**config.mk**
```make
export PLATFORM = sky130hd
export DESIGN_NAME = hazard_ctrl
export DESIGN_NICKNAME = d
export VERILOG_FILES = /design/src/rtl/hazard_ctrl.sv
export SDC_FILE = /design/constraint.sdc
export NUM_CORES = 1
export LEC_CHECK = 0
export CORE_UTILIZATION = 50
export DETAILED_ROUTE_END_ITERATION = 6
export PLACE_DENSITY_LB_ADDON = 0.08
export SYNTH_ARGS = -nofsm -noshare
export SYNTH_HDL_FRONTEND = slang
export SYNTH_SLANG_ARGS = --single-unit
```
**constraint.sdc**
```tcl
create_clock -name i_clk -period 4 [get_ports i_clk]
set_input_delay 0.4 -clock i_clk [delete_from_list [all_inputs] [get_ports i_clk]]
set_output_delay 0.4 -clock i_clk [all_outputs]
set_load 0.05 [all_outputs]
```
**src/rtl/hazard_ctrl.sv**
```systemverilog
// Hazard/sequencing controller for the 5-stage RV32I pipeline: stall, flush, bubble and forwarding selects.
// Optional performance counters are built when HAZARD_PERF_EN is defined.
module hazard_ctrl #(
  parameter int REG_AW = 5
`ifdef HAZARD_PERF_EN
  , parameter int CNT_W = 32
`endif
) (
  input  logic        i_clk,
  input  logic        i_reset,
  input  logic [31:0] i_id_inst,
  input  logic        i_id_vld,
  input  logic        i_ex_taken,
  input  logic        i_dmem_ready,
  output logic        o_stall_if,
  output logic        o_stall_id,
  output logic        o_flush_id,
  output logic        o_bubble_ex,
  output logic        o_freeze,
  output logic [1:0]  o_fwd_a_sel,
  output logic [1:0]  o_fwd_b_sel,
  output logic [1:0]  o_state
`ifdef HAZARD_PERF_EN
  , output logic [CNT_W-1:0] o_stall_cnt
  , output logic [CNT_W-1:0] o_flush_cnt
`endif
);

  localparam logic [6:0] OP_R      = 7'b0110011;
  localparam logic [6:0] OP_IMM    = 7'b0010011;
  localparam logic [6:0] OP_LOAD   = 7'b0000011;
  localparam logic [6:0] OP_STORE  = 7'b0100011;
  localparam logic [6:0] OP_BRANCH = 7'b1100011;
  localparam logic [6:0] OP_JAL    = 7'b1101111;
  localparam logic [6:0] OP_JALR   = 7'b1100111;
  localparam logic [6:0] OP_LUI    = 7'b0110111;
  localparam logic [6:0] OP_AUIPC  = 7'b0010111;

  typedef enum logic [1:0] {
    ST_RUN   = 2'b00,
    ST_LDUSE = 2'b01,
    ST_MWAIT = 2'b10
  } state_e;

  // Unused source operands and x0 destinations are stored as index 0 so no compare can hit them.
  typedef struct packed {
    logic              vld;
    logic [REG_AW-1:0] rd;
    logic              wr;
    logic              is_load;
    logic              is_store;
    logic [REG_AW-1:0] rs1;
    logic [REG_AW-1:0] rs2;
  } shadow_t;

  state_e  state_q, state_d;
  shadow_t ex_q, mem_q, wb_q;
  shadow_t id_ent, ex_d;

  logic [6:0]        opc;
  logic [REG_AW-1:0] f_rd, f_rs1, f_rs2;
  logic              uses_rs1, uses_rs2, writes_rd, is_load, is_store;
  logic              ldu_hit, ev_mwait, ev_taken, ev_lduse;

  assign opc   = i_id_inst[6:0];
  assign f_rd  = i_id_inst[7 +: REG_AW];
  assign f_rs1 = i_id_inst[15 +: REG_AW];
  assign f_rs2 = i_id_inst[20 +: REG_AW];

  always_comb begin
    uses_rs1  = 1'b0;
    uses_rs2  = 1'b0;
    writes_rd = 1'b0;
    is_load   = 1'b0;
    is_store  = 1'b0;
    case (opc)
      OP_R:      begin uses_rs1 = 1'b1; uses_rs2 = 1'b1; writes_rd = 1'b1; end
      OP_IMM:    begin uses_rs1 = 1'b1; writes_rd = 1'b1; end
      OP_LOAD:   begin uses_rs1 = 1'b1; writes_rd = 1'b1; is_load = 1'b1; end
      OP_STORE:  begin uses_rs1 = 1'b1; uses_rs2 = 1'b1; is_store = 1'b1; end
      OP_BRANCH: begin uses_rs1 = 1'b1; uses_rs2 = 1'b1; end
      OP_JAL:    writes_rd = 1'b1;
      OP_JALR:   begin uses_rs1 = 1'b1; writes_rd = 1'b1; end
      OP_LUI:    writes_rd = 1'b1;
      OP_AUIPC:  writes_rd = 1'b1;
      default:   ;
    endcase
  end

  always_comb begin
    id_ent          = '0;
    id_ent.vld      = 1'b1;
    id_ent.wr       = writes_rd && (f_rd != '0);
    id_ent.rd       = id_ent.wr ? f_rd : '0;
    id_ent.is_load  = is_load;
    id_ent.is_store = is_store;
    id_ent.rs1      = uses_rs1 ? f_rs1 : '0;
    id_ent.rs2      = uses_rs2 ? f_rs2 : '0;
  end

  // i_id_vld qualifies i_id_inst; i_dmem_ready is a level: a load/store in MEM completes only in a cycle where it is high.
  assign ldu_hit  = i_id_vld && ex_q.vld && ex_q.is_load && (ex_q.rd != '0) &&
                    ((id_ent.rs1 == ex_q.rd) || (id_ent.rs2 == ex_q.rd));
  assign ev_mwait = mem_q.vld && (mem_q.is_load || mem_q.is_store) && !i_dmem_ready;
  assign ev_taken = !i_reset && !ev_mwait && i_ex_taken;
  assign ev_lduse = !ev_mwait && !i_ex_taken && ldu_hit;

  always_ff @(posedge i_clk or posedge i_reset) begin
    if (i_reset) state_q <= ST_RUN;
    else         state_q <= state_d;
  end

  always_comb begin
    state_d = state_q;
    case (state_q)
      ST_RUN:   state_d = ev_mwait ? ST_MWAIT : (ev_lduse ? ST_LDUSE : ST_RUN);
      ST_LDUSE: state_d = ev_mwait ? ST_MWAIT : ST_RUN;
      ST_MWAIT: state_d = ev_mwait ? ST_MWAIT : (ev_lduse ? ST_LDUSE : ST_RUN);
      default:  state_d = ST_RUN;
    endcase
  end

  always_comb begin
    o_state     = state_d;
    o_freeze    = (state_d == ST_MWAIT);
    o_stall_if  = (state_d == ST_MWAIT) || (state_d == ST_LDUSE);
    o_stall_id  = (state_d == ST_MWAIT) || (state_d == ST_LDUSE);
    o_flush_id  = ev_taken;
    o_bubble_ex = ev_taken || (state_d == ST_LDUSE);
  end

  always_comb begin
    ex_d = id_ent;
    if (o_bubble_ex || o_flush_id || !i_id_vld) ex_d = '0;
  end

  always_ff @(posedge i_clk or posedge i_reset) begin
    if (i_reset) begin
      ex_q  <= '0;
      mem_q <= '0;
      wb_q  <= '0;
    end else if (!o_freeze) begin
      ex_q  <= ex_d;
      mem_q <= ex_q;
      wb_q  <= mem_q;
    end
  end

  // Loads in MEM have no data yet, so only WB may forward a load result.
  always_comb begin
    o_fwd_a_sel = 2'b00;
    o_fwd_b_sel = 2'b00;
    if (ex_q.rs1 != '0) begin
      if (mem_q.vld && mem_q.wr && !mem_q.is_load && (mem_q.rd == ex_q.rs1)) o_fwd_a_sel = 2'b01;
      else if (wb_q.vld && wb_q.wr && (wb_q.rd == ex_q.rs1))                 o_fwd_a_sel = 2'b10;
    end
    if (ex_q.rs2 != '0) begin
      if (mem_q.vld && mem_q.wr && !mem_q.is_load && (mem_q.rd == ex_q.rs2)) o_fwd_b_sel = 2'b01;
      else if (wb_q.vld && wb_q.wr && (wb_q.rd == ex_q.rs2))                 o_fwd_b_sel = 2'b10;
    end
  end

  logic unused_bits;
  assign unused_bits = ^{i_id_inst[31:25], i_id_inst[14:12], wb_q.is_load, wb_q.is_store,
                         wb_q.rs1, wb_q.rs2};

`ifdef HAZARD_PERF_EN
  logic [CNT_W-1:0] stall_cnt_q, flush_cnt_q;

  always_ff @(posedge i_clk or posedge i_reset) begin
    if (i_reset) begin
      stall_cnt_q <= '0;
      flush_cnt_q <= '0;
    end else begin
      if (o_stall_if) stall_cnt_q <= stall_cnt_q + 1'b1;
      if (ev_taken)   flush_cnt_q <= flush_cnt_q + 1'b1;
    end
  end

  assign o_stall_cnt = stall_cnt_q;
  assign o_flush_cnt = flush_cnt_q;
`endif

endmodule

```
After elaboration in Yosys (flattened, before gate mapping)

Cells that the tools add are included.

Register bits: 37
Input bits: 37
Output and inout port bits: 11
Logic and storage cells: 93

Eq/ne operators: 19
Muxes and demuxes: 19
Reductions and logical operators: 39

Operator list:

| cell                                                             | count |
|---|---|
| 5-bit == test                                                    | 6 |
| 7-bit by 6-bit == test with 1-bit output (second input constant) | 3 |
| 7-bit == test (second input constant)                            | 3 |
| 5-bit nonzero test                                               | 4 |
| 19-bit two-way mux                                               | 1 |
| 1-bit logical AND                                                | 18 |
| 2-bit two-way mux                                                | 8 |
| 5-bit two-way mux                                                | 3 |
| 7-bit by 5-bit == test with 1-bit output (second input constant) | 2 |
| 7-bit by 2-bit == test with 1-bit output (second input constant) | 1 |
| 7-bit OR reduction                                               | 1 |
| 1-bit zero test                                                  | 6 |
| 1-bit logical OR                                                 | 6 |
| 1-bit two-way mux                                                | 6 |
| 6-bit OR reduction                                               | 1 |
| 2-bit by 1-bit == test with 1-bit output (second input constant) | 2 |
| 2-bit == test (second input constant)                            | 2 |
| 2-bit case mux with 2 select lines                               | 1 |
| 3-bit OR reduction                                               | 1 |
| 2-bit zero test                                                  | 1 |
| 2-bit OR reduction                                               | 1 |

Longest topological paths before layout

Depth after elaboration: 16
Depth in mapped cells: 11
Mapped depth without buffers: 9

Worst setup path before layout

OpenSTA, ideal clock, no wires.

Path type: input-to-reg
Start: input port i_id_inst[2]
End: register ex_q[12] (netlist bit)
Library setup time: 0.066 ns
Data arrival time: 3.134 ns
Required time: 3.934 ns
Path slack: 0.800 ns
Cell stages on the path: 10
Buffers on the path: 1
Cells stage by stage: nor4bb_1 -> and3_1 -> a22oi_1 -> o32ai_1 -> nand4_1 -> ha_1 -> clkbuf_1 -> or4b_4 -> a211oi_4 -> a22o_1

Elaborated cells between the ends (all ways): 32
Those cells by class: eq/ne (13); mux (9); reduce/logical (10)

RTL lines:

| what                                                                   | line     | text |
|---|---|---|
| from (decl)                                                            | 11       | `input logic [31:0] i_id_inst,` |
| 7-bit by 6-bit == test with 1-bit output, or another cell as far along | 76       | `case (opc)` |
| 6-bit OR reduction (no line) or 3-bit OR reduction (tied branches)     | --       |  |
| 1-bit two-way mux                                                      | 76       |  |
| 5-bit two-way mux (on tied branches)                                   | 97, 98   |  |
| 5-bit == test                                                          | 103      | `((id_ent.rs1 == ex_q.rd) \|\| (id_ent.rs2 == ex_q.rd));` |
| 1-bit logical OR (*)                                                   | 103      |  |
| 1-bit logical AND (*)                                                  | 102      | `assign ldu_hit = i_id_vld && ex_q.vld && ex_q.is_load && (ex_q.rd != '0) &&` |
| 1-bit logical AND (*)                                                  | 106      | `assign ev_lduse = !ev_mwait && !i_ex_taken && ldu_hit;` |
| 1-bit two-way mux (*)                                                  | 116, 118 |  |
| 2-bit two-way mux (*)                                                  | 116, 118 |  |
| 2-bit case mux with 2 select lines (*)                                 | 115      | `case (state_q)` |
| 2-bit == test (*)                                                      | 125      | `o_freeze = (state_d == ST_MWAIT);` |
| via o_freeze                                                           | 19       | `output logic o_freeze,` |
| to (signal assigned)                                                   | 139      | `ex_q <= '0;` |
| to (signal assigned)                                                   | 143      | `ex_q <= ex_d;` |
| to (decl)                                                              | 57       | `shadow_t ex_q, mem_q, wb_q;` |

Mark *: on every way through the listed nets, which the timed path passes. The rest lies on a longest branch.
A chain may end at the register's enable or synchronous reset.

Worst setup path after layout

Start: input port i_id_inst[1]
End: output port o_state[0]

Cells in the longest elaborated chain, start to end: 11
Elaborated cells between the ends (all ways): 20
Those cells by class: eq/ne (8); mux (7); reduce/logical (5)

Ends and longest elaborated chain:

| what                                                                   | line     | text |
|---|---|---|
| 7-bit by 6-bit == test with 1-bit output, or another cell as far along | 76       |  |
| 6-bit OR reduction (no line) or 3-bit OR reduction (tied branches)     | --       |  |
| 1-bit two-way mux                                                      | 76       |  |
| 5-bit two-way mux (on tied branches)                                   | 97, 98   |  |
| 5-bit == test                                                          | 103      |  |
| 1-bit logical OR (*)                                                   | 103      |  |
| 1-bit logical AND (*)                                                  | 102      |  |
| 1-bit logical AND (*)                                                  | 106      |  |
| 1-bit two-way mux (*)                                                  | 116, 118 |  |
| 2-bit two-way mux (*)                                                  | 116, 118 |  |
| 2-bit case mux with 2 select lines (*)                                 | 115      |  |
| to (decl)                                                              | 22       | `output logic [1:0] o_state` |

Every way passes the cells marked *; elsewhere a longest branch is shown, timed or not.

==> summary.txt <==
Synth
  – Synth cell types: 45
  – EDFF count, synth: 0
  – Top cells by count, synth: dfrtp_1 (37), a22o_1 (18), xor2_1 (15)
  – Cell taking the most area after synthesis: dfrtp_1
  – Ys flop type: dfrtp_1
  – Register area share after synthesis: 0.4455
  – Syn Nets: 231
  – Mapped cell area: 2078 sq um
  – Simple-Gate Fraction of Synth Area: 0.1752
  – Mean Syn Cell Area: 10.82 sq um
  – Synth Area in XOR/XNOR: 0.1096
  – Post-synthesis compound-gate area fraction: 0.1493
  – Post-synthesis mux area share: 0.08128
  – Synth area leaders: dfrtp_1 (45%), a22o_1 (7.6%), xor2_1 (6.3%)
  – Post-synth top area share: 0.4455
  – Main combinational cell family by area after synthesis: simple AND/OR/NAND/NOR gates
  – Most frequent cell after synthesis: dfrtp_1
  – Cells after synthesis: 192
  – Ys Warns: 0
  – Register bit total from synthesis: 37
  – Async SR Flop Fraction: 1.000
  – Post-synthesis adder-cell area fraction: 0.01204

Timing
  – Clock Skew: 0.003660 ns
  – Final period utilization: 0.9043
  – Slew Limit Fails: 0
  – Minimum clock period: 3.617 ns
  – Final hold vios: 0
  – Fin Setup TNS: 0 ns
  – Setup Viol. Count Final: 0
  – F_max: 276.5 MHz
  – RSZ-0062 raised after global routing: false
  – Fin Hold WS: 0.5065 ns
  – Slew headroom: 0.5923
  – Tightest Pin Transition: 0.6033 ns
  – Worst setup margin: 0.3827 ns

Pwr
  – LEAKAGE: 1.223 nW
  – Power per cell area: 303.5 nW/um^2
  – Worst vdd ir: 0.2032 mV

Clock tree
  – CTS root buf: clkbuf_8
  – Postcts setup bufs: 0
  – Post-CTS Hold Fix Bufs: 0
  – CTS tree: done
  – CTS Buf Count: 5
  – H-tree levels: 2
  – Register clock-pin slew on the reported worst setup and hold paths: 0.07 ns
  – Clock Latency Late Sink: 0.28 ns
  – PostCTS Resize Cnt: 0
  – CTS sink cnt: 37
  – CTS Buffer Depth: 2

Setup path
  – Critical-path maximum fanout: 4
  – CP endpoint kind: output port
  – Worst reg-to-reg path cell count: 9
  – CP Class: in2out
  – Startpoint class of the critical path: input port
  – Crit path DAT: 3.22 ns
  – WP data required: 3.60 ns

Die
  – Die Wd: 66.47 microns
  – Core ar.: 4000 sq um
  – Starting Density: 0.5195
  – Die area: 4418 sq um
  – I/O pins: 48
  – Die height: 66.47 microns
  – Row cnt: 23

Placed design
  – Port bufs: 37
  – Post-place setup slack: 0.3303 ns
  – DP Wirelength: 3.559 mm
  – Gpl congestion: 0.8365

Cells and area
  – Area Growth Syn to Fin: 25.65%
  – Antenna Cells: 0
  – Share of cells above drive strength 1: 0.1130
  – Final net count: 268
  – Filler Cell Count: 332
  – Fin util: 0.6528

Outcome
  – Status: complete, no violations

GRT
  – Vias in the first global route: 1,578
  – First-pass GRT wire length: 7.514 mm
  – GRT Util Overall: 0.2364
  – Antenna violations before repair: 0
  – Total grt overflow: 0
  – Largest net degree at the start of global routing: 38

Min path
  – WHS Path Cells: 1
  – Hold Path Class: reg2reg

Drt
  – Residual DRC: 0
  – Drt via density: 5.986
  – Antenna-violating nets left: 0
  – WL/cell: 16.93 microns
  – DR iter-0 viols: 75
  – Routed via count: 1,676
  – First-pass DRT Iterations: 4
  – Total Wirelength: 4.741 mm

Job
  – Max-capacitance violation count: 0
-- power breakdown --
| group | total [mW] | internal (mW) | switching, mW | leakage (nW) |
|---|---|---|---|---|
| combinational | 0.0765 | 0.0386 | 0.0379 | 0.654 |
| clock | 0.333 | 0.203 | 0.130 | 0.0574 |
| sequential | 0.383 | 0.378 | 0.00519 | 0.511 |
| total | 0.793 | 0.619 | 0.173 | 1.22 |
-- layer usage --
metal | global-route usage | vias to the layer above | part of all wire
li1 | - | 787 | -
met1 | 0.3144 | 830 | 0.45
met2 | 0.3852 | 55 | 0.49
met3 | 0.05822 | 4 | 0.051
met4 | 0.06117 | 0 | 0.0080
met5 | 0 | - | 0
-- layout make-up --
cell class | count | area [sq um] | share of cell area
clock buffer | 6 | 82.58 | 0.03162
clock inverter | 2 | 37.54 | 0.01437
inverter | 5 | 18.77 | 0.007187
multi-input combinational | 141 | 1096 | 0.4197
sequential | 37 | 925.9 | 0.3546
tap | 50 | 62.56 | 0.02396
timing repair buffer | 39 | 387.9 | 0.1485
-- worst max-delay path, stage by stage --
cell and delay (ns):
clkdlybuf4s50_1 0.49, nor4bb_1 0.57, and3_1 0.29, a22oi_1 0.11, o32ai_1 0.21, and4_1 0.32, clkdlybuf4s50_1 0.82
-- stage by stage --
stage / std cells / total power [mW] / cell area (sq um)
floorplan: 192 / 0.4217 / 2078
global placement: 272 / 0.4635 / 2491
detailed placement: 272 / 0.4668 / 2491
CTS: 280 / 0.7979 / 2611
global route: 280 / 0.8212 / 2611
finish: 280 / 0.7926 / 2611
-- kinds of logic after synthesis --
group,Yosys count
AND/OR/NAND/NOR,61
AO/OA/AOI/OAI,37
flip-flops,37
XOR/XNOR,26
multiplexers,15
buffers and inverters,14
adder cells (fa/ha/maj),2
-- placed cells by master, fill, tap and decap left out, drive strengths merged, types with 2 or more instances in the layout --
master / count
nor2: 14
and3b: 2
nor3: 4
nand4: 3
nor4: 4
nor4bb: 3
or4: 3
mux2: 15
or2: 3
a22o: 18
clkbuf: 6
nand3: 3
and3: 2
o21ai: 3
a31oi: 2
nor2b: 2
nand3b: 3
or3: 2
ha: 2
inv: 5
xor2: 15
xnor2: 11
o211ai: 3
clkdlybuf4s50: 33
dfrtp: 37
nand2: 8
a2bb2oi: 2
buf: 6
-- flip-flops by register name (all words and copies together) (netlist names) --
register  cells
state_q       2
wb_q          7
ex_q         19
mem_q         9
-- worst paths after layout --
path / endpoint / slack (ns) / start
setup / recovery: o_state[0] / 0.38 / i_id_inst[1]
max in group asynchronous: ex_q[14]$_DFFE_PP0N_ / 3.03 / i_reset
hold reg to reg: mem_q[10]$_DFFE_PP0N_ / 0.51 / ex_q[10]$_DFFE_PP0N_
setup reg to reg: ex_q[15]$_DFFE_PP0N_ / 0.95 / ex_q[17]$_DFFE_PP0N_
hold / removal: mem_q[10]$_DFFE_PP0N_ / 0.51 / ex_q[10]$_DFFE_PP0N_
min in group asynchronous: wb_q[12]$_DFFE_PP0N_ / 0.64 / i_reset
Power figures use the tool's default switching activity.
